`src/rtl/spi_byte_ctrl.sv`:
```
// SPI mode-0 slave front end: oversamples SCLK/CS_n/MOSI in the CLK domain and
// sequences an external 8-bit shift register. States: IDLE (no frame) | ACTIVE (CS low, MISO driven).
module spi_byte_ctrl #(
  parameter int SYNC_STAGES = 2
) (
  input  logic       CLK,
  input  logic       RST,
  input  logic       spi_sclk,
  input  logic       spi_cs_n,
  input  logic       spi_mosi,
  output logic       spi_miso,
  output logic       spi_miso_oe,
  input  logic [7:0] tx_data,
  output logic       tx_req,
  output logic [7:0] rx_data,
  output logic       rx_valid,
  output logic [7:0] byte_idx,
  output logic       busy,
  output logic       sr_clr,
  output logic       sr_ld,
  output logic       sr_shift,
  output logic       sr_si,
  output logic [7:0] sr_din,
  input  logic [7:0] sr_dout,
  input  logic       sr_shiftout
);

  typedef enum logic {IDLE, ACTIVE} state_t;

  state_t                 state, state_nxt;
  logic [SYNC_STAGES-1:0] sclk_sync, cs_sync, mosi_sync;
  logic                   sclk_d, cs_d;
  logic                   sclk_s, cs_s, mosi_s;
  logic                   sclk_rise, sclk_fall, cs_rise, cs_fall;
  logic [2:0]             bit_cnt;
  logic                   byte_pend;
  logic                   byte_done;
  logic                   ld_d;
  logic                   miso_upd;

  // CS chain presets high so reset never looks like a frame start
  always_ff @(posedge CLK or posedge RST) begin
    if (RST) begin
      sclk_sync <= '0;
      cs_sync   <= '1;
      mosi_sync <= '0;
      sclk_d    <= 1'b0;
      cs_d      <= 1'b1;
    end else begin
      sclk_sync <= {sclk_sync[SYNC_STAGES-2:0], spi_sclk};
      cs_sync   <= {cs_sync[SYNC_STAGES-2:0], spi_cs_n};
      mosi_sync <= {mosi_sync[SYNC_STAGES-2:0], spi_mosi};
      sclk_d    <= sclk_sync[SYNC_STAGES-1];
      cs_d      <= cs_sync[SYNC_STAGES-1];
    end
  end

  assign sclk_s    = sclk_sync[SYNC_STAGES-1];
  assign cs_s      = cs_sync[SYNC_STAGES-1];
  assign mosi_s    = mosi_sync[SYNC_STAGES-1];
  assign sclk_rise = sclk_s & ~sclk_d;
  assign sclk_fall = ~sclk_s & sclk_d;
  assign cs_rise   = cs_s & ~cs_d;
  assign cs_fall   = ~cs_s & cs_d;

  assign busy   = (state == ACTIVE);
  assign sr_din = tx_data;

  always_comb begin
    state_nxt = state;
    sr_ld     = 1'b0;
    sr_shift  = 1'b0;
    sr_si     = 1'b0;
    sr_clr    = 1'b0;
    tx_req    = 1'b0;
    miso_upd  = 1'b0;
    case (state)
      IDLE: begin
        if (cs_fall) begin
          state_nxt = ACTIVE;
          sr_ld     = 1'b1;
        end
      end
      ACTIVE: begin
        // CS release wins over a coincident SCLK edge
        if (cs_rise) begin
          state_nxt = IDLE;
          sr_clr    = 1'b1;
        end else if (sclk_rise) begin
          sr_shift = 1'b1;
          sr_si    = mosi_s;
          tx_req   = (bit_cnt == 3'd7);
        end else if (sclk_fall) begin
          if (byte_pend) sr_ld    = 1'b1;
          else           miso_upd = 1'b1;
        end
      end
      default: state_nxt = IDLE;
    endcase
  end

  always_ff @(posedge CLK or posedge RST) begin
    if (RST) begin
      state       <= IDLE;
      bit_cnt     <= 3'd0;
      byte_pend   <= 1'b0;
      byte_done   <= 1'b0;
      ld_d        <= 1'b0;
      rx_valid    <= 1'b0;
      rx_data     <= 8'd0;
      byte_idx    <= 8'd0;
      spi_miso    <= 1'b0;
      spi_miso_oe <= 1'b0;
    end else begin
      state       <= state_nxt;
      spi_miso_oe <= (state_nxt == ACTIVE);
      ld_d        <= sr_ld;
      // byte pipeline keeps running across CS release so a finished byte is still reported
      byte_done   <= tx_req;
      rx_valid    <= byte_done;
      if (byte_done) rx_data <= sr_dout;

      if (state == IDLE && cs_fall) begin
        bit_cnt  <= 3'd0;
        byte_idx <= 8'd0;
      end else begin
        if (sr_clr)        bit_cnt <= 3'd0;
        else if (sr_shift) bit_cnt <= bit_cnt + 3'd1;
        if (rx_valid && byte_idx != 8'hFF) byte_idx <= byte_idx + 8'd1;
      end

      if (tx_req)                  byte_pend <= 1'b1;
      else if (sclk_fall || sr_clr) byte_pend <= 1'b0;

      if (sr_clr)                spi_miso <= 1'b0;
      else if (ld_d || miso_upd) spi_miso <= sr_shiftout;
    end
  end

endmodule

```
`config.mk`:
```
export PLATFORM = sky130hd
export DESIGN_NAME = spi_byte_ctrl
export DESIGN_NICKNAME = d
export VERILOG_FILES = /design/src/rtl/spi_byte_ctrl.sv
export SDC_FILE = /design/constraint.sdc
export NUM_CORES = 1
export LEC_CHECK = 0
export CAP_MARGIN = 20
export CORE_MARGIN = 4
export CORE_UTILIZATION = 43
export CTS_CLUSTER_SIZE = 8
export DETAILED_ROUTE_END_ITERATION = 8
export PLACE_DENSITY = 0.78
export SLEW_MARGIN = 20
export SYNTH_ARGS = -nofsm -noshare
export SYNTH_HDL_FRONTEND = slang
export SYNTH_SLANG_ARGS = --single-unit
```
`constraint.sdc`:
```
create_clock -name CLK -period 2.2 [get_ports CLK]
set_input_delay 0.33 -clock CLK [delete_from_list [all_inputs] [get_ports CLK]]
set_output_delay 0.33 -clock CLK [all_outputs]
set_load 0.02 [all_outputs]
```
After elaboration in Yosys (flattened, before gate mapping)
Cells that the tools add are included.
{"block": "op_classes", "addsub": 2, "eq_ne": 2, "n_mux": 33, "bitwise_logic": 9, "n_reduce_logical": 8}
{"operator": "2-to-1 mux 1 bit", "n": 26}
{"operator": "2-to-1 mux 8 bit", "n": 2}
{"operator": "2-to-1 mux 3 bit", "n": 3}
{"operator": "adder 8 x 1 -> 8 bit (second input constant)", "n": 1}
{"operator": "!= test 8 bit (second input constant)", "n": 1}
{"operator": "nonzero test 2 bit", "n": 3}
{"operator": "NOT 1 bit", "n": 5}
{"operator": "bitwise AND 1 bit", "n": 4}
{"operator": "case mux 1 bit (2 select lines)", "n": 2}
{"operator": "adder 3 x 1 -> 3 bit (second input constant)", "n": 1}
{"operator": "equality test 3 bit (second input constant)", "n": 1}
{"operator": "nonzero test 3 bit", "n": 1}
{"operator": "logical AND 1 bit", "n": 2}
{"operator": "logical OR 1 bit", "n": 2}
{"block": "totals", "register_bits": 33, "in_bits": 22, "output_inout_bits": 33, "elab_cells": 68}

Logic depth before layout (Yosys ltp)
Gate-level depths: netlist of run 1.
{"block": "depth", "word_depth": 9, "mapped_depth": 5}

Worst setup path after synthesis of run 1
No wires, ideal clock.
{"block": "synth_path", "path_kind": "register to output", "from": "reg state, in the netlist busy", "to": "out sr_ld", "arrival_time_ps": 1292, "path_slack_ps": 578, "path_stages_with_launch": 4, "n_path_buf": 1, "cell_sequence": "dfrtp_1 or3b_1 buf_2 o21ai_0"}
{"block": "synth_via", "elab_chain_len": 2}
{"item": "start, declared", "line": "30", "text": "state_t state, state_nxt;"}
{"item": "start signal, assigned", "line": "115", "text": "state <= state_nxt;"}
{"item": "NOT 1 bit"}
{"item": "case mux 1 bit (2 select lines) *", "line": "77", "text": "case (state)"}
{"item": "end, declared", "line": "20", "text": "output logic sr_ld,"}
Every way passes the cells marked *; elsewhere a longest branch is shown, timed or not.

Worst setup path after layout of run 1
{"block": "layout_path", "from": "reg cs_d", "to": "out sr_shift"}
{"block": "layout_via", "elab_chain_len": 4}
{"item": "start, declared", "line": "32", "text": "logic sclk_d, cs_d;"}
{"item": "start signal, assigned", "line": "54", "text": "cs_d <= cs_sync[SYNC_STAGES-1];"}
{"item": "NOT 1 bit", "line": "63", "text": "assign cs_rise = cs_s & ~cs_d;"}
{"item": "bitwise AND 1 bit", "line": "63"}
{"item": "2-to-1 mux 1 bit", "line": "86", "text": "if (cs_rise) begin"}
{"item": "2-to-1 mux 1 bit", "line": "77"}
{"item": "end, declared", "line": "21", "text": "output logic sr_shift,"}
No other way between the ends.

==> results of run 1 <==
repair_timing:
item                                    4_1_cts  5_1_grt
endpoints found under the setup margin        4        2
hold buffers                                  0        0
setup buffers                                 0        0
pin swaps                                     0        0
gates resized for setup                       4        4
how the worst min path moves through the flow:
stage	start	to	cells past startpoint
floorplan	mosi_sync[0]	mosi_sync[1]	0
detailed placement	mosi_sync[0]	mosi_sync[1]	0
CTS	mosi_sync[0]	mosi_sync[1]	0
global placement	mosi_sync[0]	mosi_sync[1]	0
global route	cs_sync[0]	cs_sync[1]	0
finish	RST	byte_idx[2]	3
layer usage:
metal  vias up  wire length, um  GRT usage [%]
met2        42             1430           25.2
met4         0               48           6.60
met5         -                0              0
met1       514             1080           15.0
li1        486                -              -
met3         8              315           8.50
sequential cells by signal, summed over array words and instances, names as in the netlist:
signal	cells
sclk_sync	2
byte_done	1
byte_idx	8
mosi_sync	2
rx_valid	1
cs_d	1
bit_cnt	3
ld_d	1
byte_pend	1
rx_data	8
sclk_d	1
spi_miso	1
busy	1
cs_sync	2
placed cells by master, fill, tap and decap left out, types with 3 or more instances in the layout:
| cell type | synthesis | final |
|---|---|---|
| clkbuf_4 | 0 | 5 |
| nand4_1 | 3 | 3 |
| mux2_2 | 9 | 9 |
| and3_1 | 3 | 3 |
| o21ai_0 | 6 | 6 |
| clkdlybuf4s50_1 | 0 | 33 |
| nand2_1 | 7 | 7 |
| ha_1 | 3 | 3 |
| a21oi_1 | 5 | 5 |
| dlygate4sd2_1 | 0 | 3 |
| dfrtp_1 | 30 | 30 |
| inv_1 | 5 | 5 |
| dfstp_2 | 3 | 3 |
power by group:
| part | total (mW) | internal [mW] | leakage, nW | switching [mW] |
|---|---|---|---|---|
| logic | 0.114 | 0.0598 | 0.402 | 0.0540 |
| clock network | 0.349 | 0.158 | 0.0326 | 0.191 |
| registers | 0.647 | 0.630 | 0.434 | 0.0167 |
critical path, delay by kind of cell (launching register included):
family / cells / cell delay [ps]
and+or+nand+nor: 2 / 420
buffers and inverters: 1 / 360
DFF: 1 / 560
cell type report:
| type | count | area share [%] |
|---|---|---|
| clock buffers | 8 | 3.14 |
| multi-input cells | 67 | 27.8 |
| inverters | 5 | 1.00 |
| flip-flops and latches | 33 | 44.3 |
| well taps | 44 | 2.94 |
| repair buffers | 40 | 20.8 |
kinds of logic (layout without fill, tap and decap cells):
| logic type | after synthesis | count (layout) | synth area share [%] |
|---|---|---|---|
| flip-flops | 33 | 33 | 57.1 |
| adder cells (fa/ha/maj) | 3 | 3 | 2.58 |
| AO/OA/AOI/OAI | 23 | 23 | 11.3 |
| AND/OR/NAND/NOR | 30 | 30 | 13.5 |
| buffers and inverters | 18 | 53 | 7.23 |
| multiplexers | 11 | 11 | 8.35 |
==> results.cfg, run 1 <==
[final_layout]
num_antenna_cells = 0
stdcell_area_um2 = 1870
drive_gt1_share_pct = 16.3
multi_input_area_um2 = 519
final_nets = 177
fillerInstances = 288
final-seq-area_um2 = 830
area_delta_synth_final_pct = 28.7
fin_cells = 197
post-route-util_pct = 59.3

[synthesis]
synth_top_area_share_pct = 51.6
seq_area_frac_synth_pct = 57.1
syn_avg_cell_area_um2 = 12.3
synth_nets = 143
syn-cell-area_um2 = 1450
ys_top_cells_by_area = dfrtp_1 (52%), mux2_2 (7.0%), dfstp_2 (5.4%), buf_4 (4.6%), ha_1 (2.6%)
synth_most_common_cell = dfrtp_1
synth_edf_count = 0
ys_types = 39
ys_ff_latch = 33
synthCells = 118
ys_async_sr_fraction_pct = 100
yosys-top-cells-count = dfrtp_1 (30), buf_4 (9), mux2_2 (9), nand2_1 (7), o21ai_0 (6)
synth-warning-count = 0
yosys_most_used_dff = dfrtp_1
synth_top_area_cell = dfrtp_1

[floorplanning]
die_area_um2 = 4380
die_y_um = 66.1
die_x_um = 66.1
rows = 20
ios = 55
initial_utilization_pct = 46.1
core-area_um2 = 3150

[timing]
setup_viol_count_final = 0
setup_slack_ps = 207
clock-skew-final_ps = 9.31
whs_ps = 355
hold_viol = 0
period_share_pct = 90.6
rsz0062_at_grt = no
period_minus_slack_ps = 1990
slew_violations = 0
max_slew_margin_pct = 70.7
worst_pin_slew_ps = 437
tns_ps = 0
fmax_ghz = 0.502

[route]
vias = 1050
drc_errors = 0
drtAntennaViolNets = 0
wire_per_inst_um = 14.6
routed_wirelength_um = 2870
viasPerCell = 5.33
dr.first_iter.drc_count = 54
first_pass_iters = 4

[worst_setup_path]
reg2reg_depth = 4
reg2reg_slack_ps = 560
cp_data_arrival_time_ps = 1660
critPathRequiredTime_ps = 1870
crit_path_end_kind = output port
r2r-end = byte_idx[5]
critPathMaxFanout = 5
cpPeakStageDelay_ps = 560
reg2reg_from = byte_idx[0]
crit_chain = nand2b_1 > and2_1 > dlygate4sd2_1
endpoint = sr_shift
cp_slowest_cell = dfstp_2
crit_path_start = cs_d
cp-start-kind = register
crit_type = register to output port

[outcome]
outcome = finished clean

[place]
place.gp.congestion = 0.849
dp_hpwl_um = 2190
post-place-ws_ps = 161
dpl-instance-area_um2 = 1820
dp.cells = 189
port_buffers = 38

[grt]
grt_overflow_total = 0
antenna_found_initial = 0
grt_pass1_vias = 1126
grt_usage_pct = 15.0
grt_max_degree = 34
grt_pass1_wl_um = 4870

[clock_tree]
htreeDepth = 2
cts_sinks = 33
clock_tree.buffer_depth = 2
cts_buffers = 5
cts.reportedPaths.clkPinSlew_ps = 100
clock_latency_ps = 330
root_buffer = clkbuf_4
cts_tree = yes

[power_and_ir_drop]
leakage_nw = 0.868
power_mw = 1.11
vdd_ir_drop_max_v = 0.000436
power.density_nw_per_um2 = 593

[job]
drv_cap = 0

[hold_path]
hold_path_class = primary input to asynchronous set/reset pin
Power figures use the tool's default switching activity.
==> run 2: changes to the inputs <==
Settings changed: CORE_UTILIZATION 43 to 45, PLACE_DENSITY 0.78 to 0.82.
==> run 2 against run 1 <==
  * Die area is 3.9% lower
  * Combinational power is 4% higher
  * Flip-flop and latch count unchanged
  * Total power up 19%
  * Critical path type unchanged
==> results.cfg, run 2 (same netlist as run 1, synthesis figures left out) <==
[timing]
setup_viol_count_final = 0
setup_slack_ps = 168
fmax_ghz = 0.492
hold_viol = 0
period_minus_slack_ps = 2030
rsz0062_at_grt = no
worst_pin_slew_ps = 435
period_share_pct = 92.4
tns_ps = 0
whs_ps = 357
clock-skew-final_ps = 9.49
max_slew_margin_pct = 70.9
slew_violations = 0

[worst_setup_path]
critPathRequiredTime_ps = 1870
cp-start-kind = register
crit_path_end_kind = output port
cp_data_arrival_time_ps = 1700
critPathMaxFanout = 5
crit_type = register to output port

[final_layout]
final_nets = 178
area_delta_synth_final_pct = 32.4
largestRegisters = byte_idx x8, rx_data x8, bit_cnt x3
post-route-util_pct = 62.6
num_antenna_cells = 0
drive_gt1_share_pct = 17.5
multi_input_area_um2 = 519
final-seq-area_um2 = 830
stdcell_area_um2 = 1930
fillerInstances = 247
fin_cells = 198
final_cell_mix = clkdlybuf4s50_1 (33), dfrtp_1 (30), mux2_2 (9)
final_common_cell = clkdlybuf4s50_1

[clock_tree]
postCtsSetupRepairBufs = 0
root_buffer = clkbuf_4
htreeDepth = 2
cts.reportedPaths.clkPinSlew_ps = 110
cts_sinks = 33
clock_tree.buffer_depth = 2
postCtsHoldBufs = 0
clock_latency_ps = 330
cts_buffers = 5
cts_tree = yes

[power_and_ir_drop]
power_mw = 1.32
seqPwrFrac_pct = 48.9
vdd_ir_drop_max_v = 0.000709
power.density_nw_per_um2 = 684
leakage_nw = 0.899
comb_power_share_pct = 9.1
p_clk_share_pct = 42.1
p_sw_share_pct = 20.7
p_switching_uw = 272
p_int_mw = 1.04

[floorplanning]
die_area_um2 = 4200
core-area_um2 = 3080
die_x_um = 64.8
initial_utilization_pct = 47.2
rows = 20
ios = 55
die_y_um = 64.8

[route]
drc_errors = 0
dr.first_iter.drc_count = 72
routed_wirelength_um = 2770
drtAntennaViolNets = 0
viasPerCell = 5.21
vias = 1031
wire_per_inst_um = 14.0
first_pass_iters = 4

[place]
port_buffers = 38
place.gp.congestion = 0.833
post-place-ws_ps = 206
dpl-instance-area_um2 = 1830
dp.cells = 190
dp_hpwl_um = 2080

[grt]
grt_overflow_total = 0
grt_usage_pct = 15.0
grt_max_degree = 34
antenna_found_initial = 0
grt_pass1_wl_um = 4920
grt_pass1_vias = 1143

[job]
drv_cap = 0

[outcome]
outcome = finished clean

[hold_path]
hold_path_class = register to register
==> run 2: changes by cell type in the layout (fill, tap and decap cells not counted), sizes merged <==
cell / previous run / this run
dlygate4sd1: 0 / 1
bufinv: 0 / 2
clkinv: 0 / 1
clkbuf: 9 / 5
buf: 2 / 3
==> run 2: timing repair <==
| action | CTS | global route |
|---|---|---|
| gates resized for setup | 4 | 3 |
| pin swaps | 0 | 0 |
| endpoints found under the setup margin | 4 | 2 |
==> run 2: path summary, 6_finish.rpt <==
kind / from / end / slack, ps / depth (start not counted)
min in group asynchronous: RST / rx_data[2] / 370 / 3
worst max register to register: byte_idx[0] / byte_idx[5] / 570 / 4
worst min-delay path: sclk_sync[0] / sclk_sync[1] / 360 / 0
max in group asynchronous: RST / cs_d / 1510 / 3
worst max-delay path: cs_d / sr_ld / 170 / 3
worst min register to register: sclk_sync[0] / sclk_sync[1] / 360 / 0
==> run 2: metal layers <==
| metal | track usage [%] | routed length, um |
|---|---|---|
| met2 | 26.6 | 1390 |
| met4 | 5.28 | 30 |
| met5 | 0 | 0 |
| met3 | 5.37 | 193 |
| met1 | 16.3 | 1150 |
==> run 2: critical path, stage by stage (launching register included) <==
cell	delay, ps
dfstp_2	570
or3b_1	360
o21ai_0	100
dlygate4sd1_1	340
==> run 2: power groups by stage <==
stage / Sequential (mW) / Clock (mW) / Combinational [mW]
after global routing: 0.647 / 0.597 / 0.132
after floorplan: 0.662 / 0 / 0.0751
after CTS: 0.644 / 0.567 / 0.122
after global placement: 0.653 / 0 / 0.120
final: 0.643 / 0.554 / 0.119
after detailed placement: 0.655 / 0 / 0.123
==> run 2: layout make-up <==
cell class | count | area share, %
flip-flops and latches | 33 | 43.1
multi-input cells | 67 | 27.0
repair buffers | 41 | 20.8
clock inverters | 3 | 3.38
well taps | 44 | 2.86
clock buffers | 5 | 1.95
inverters | 5 | 0.975
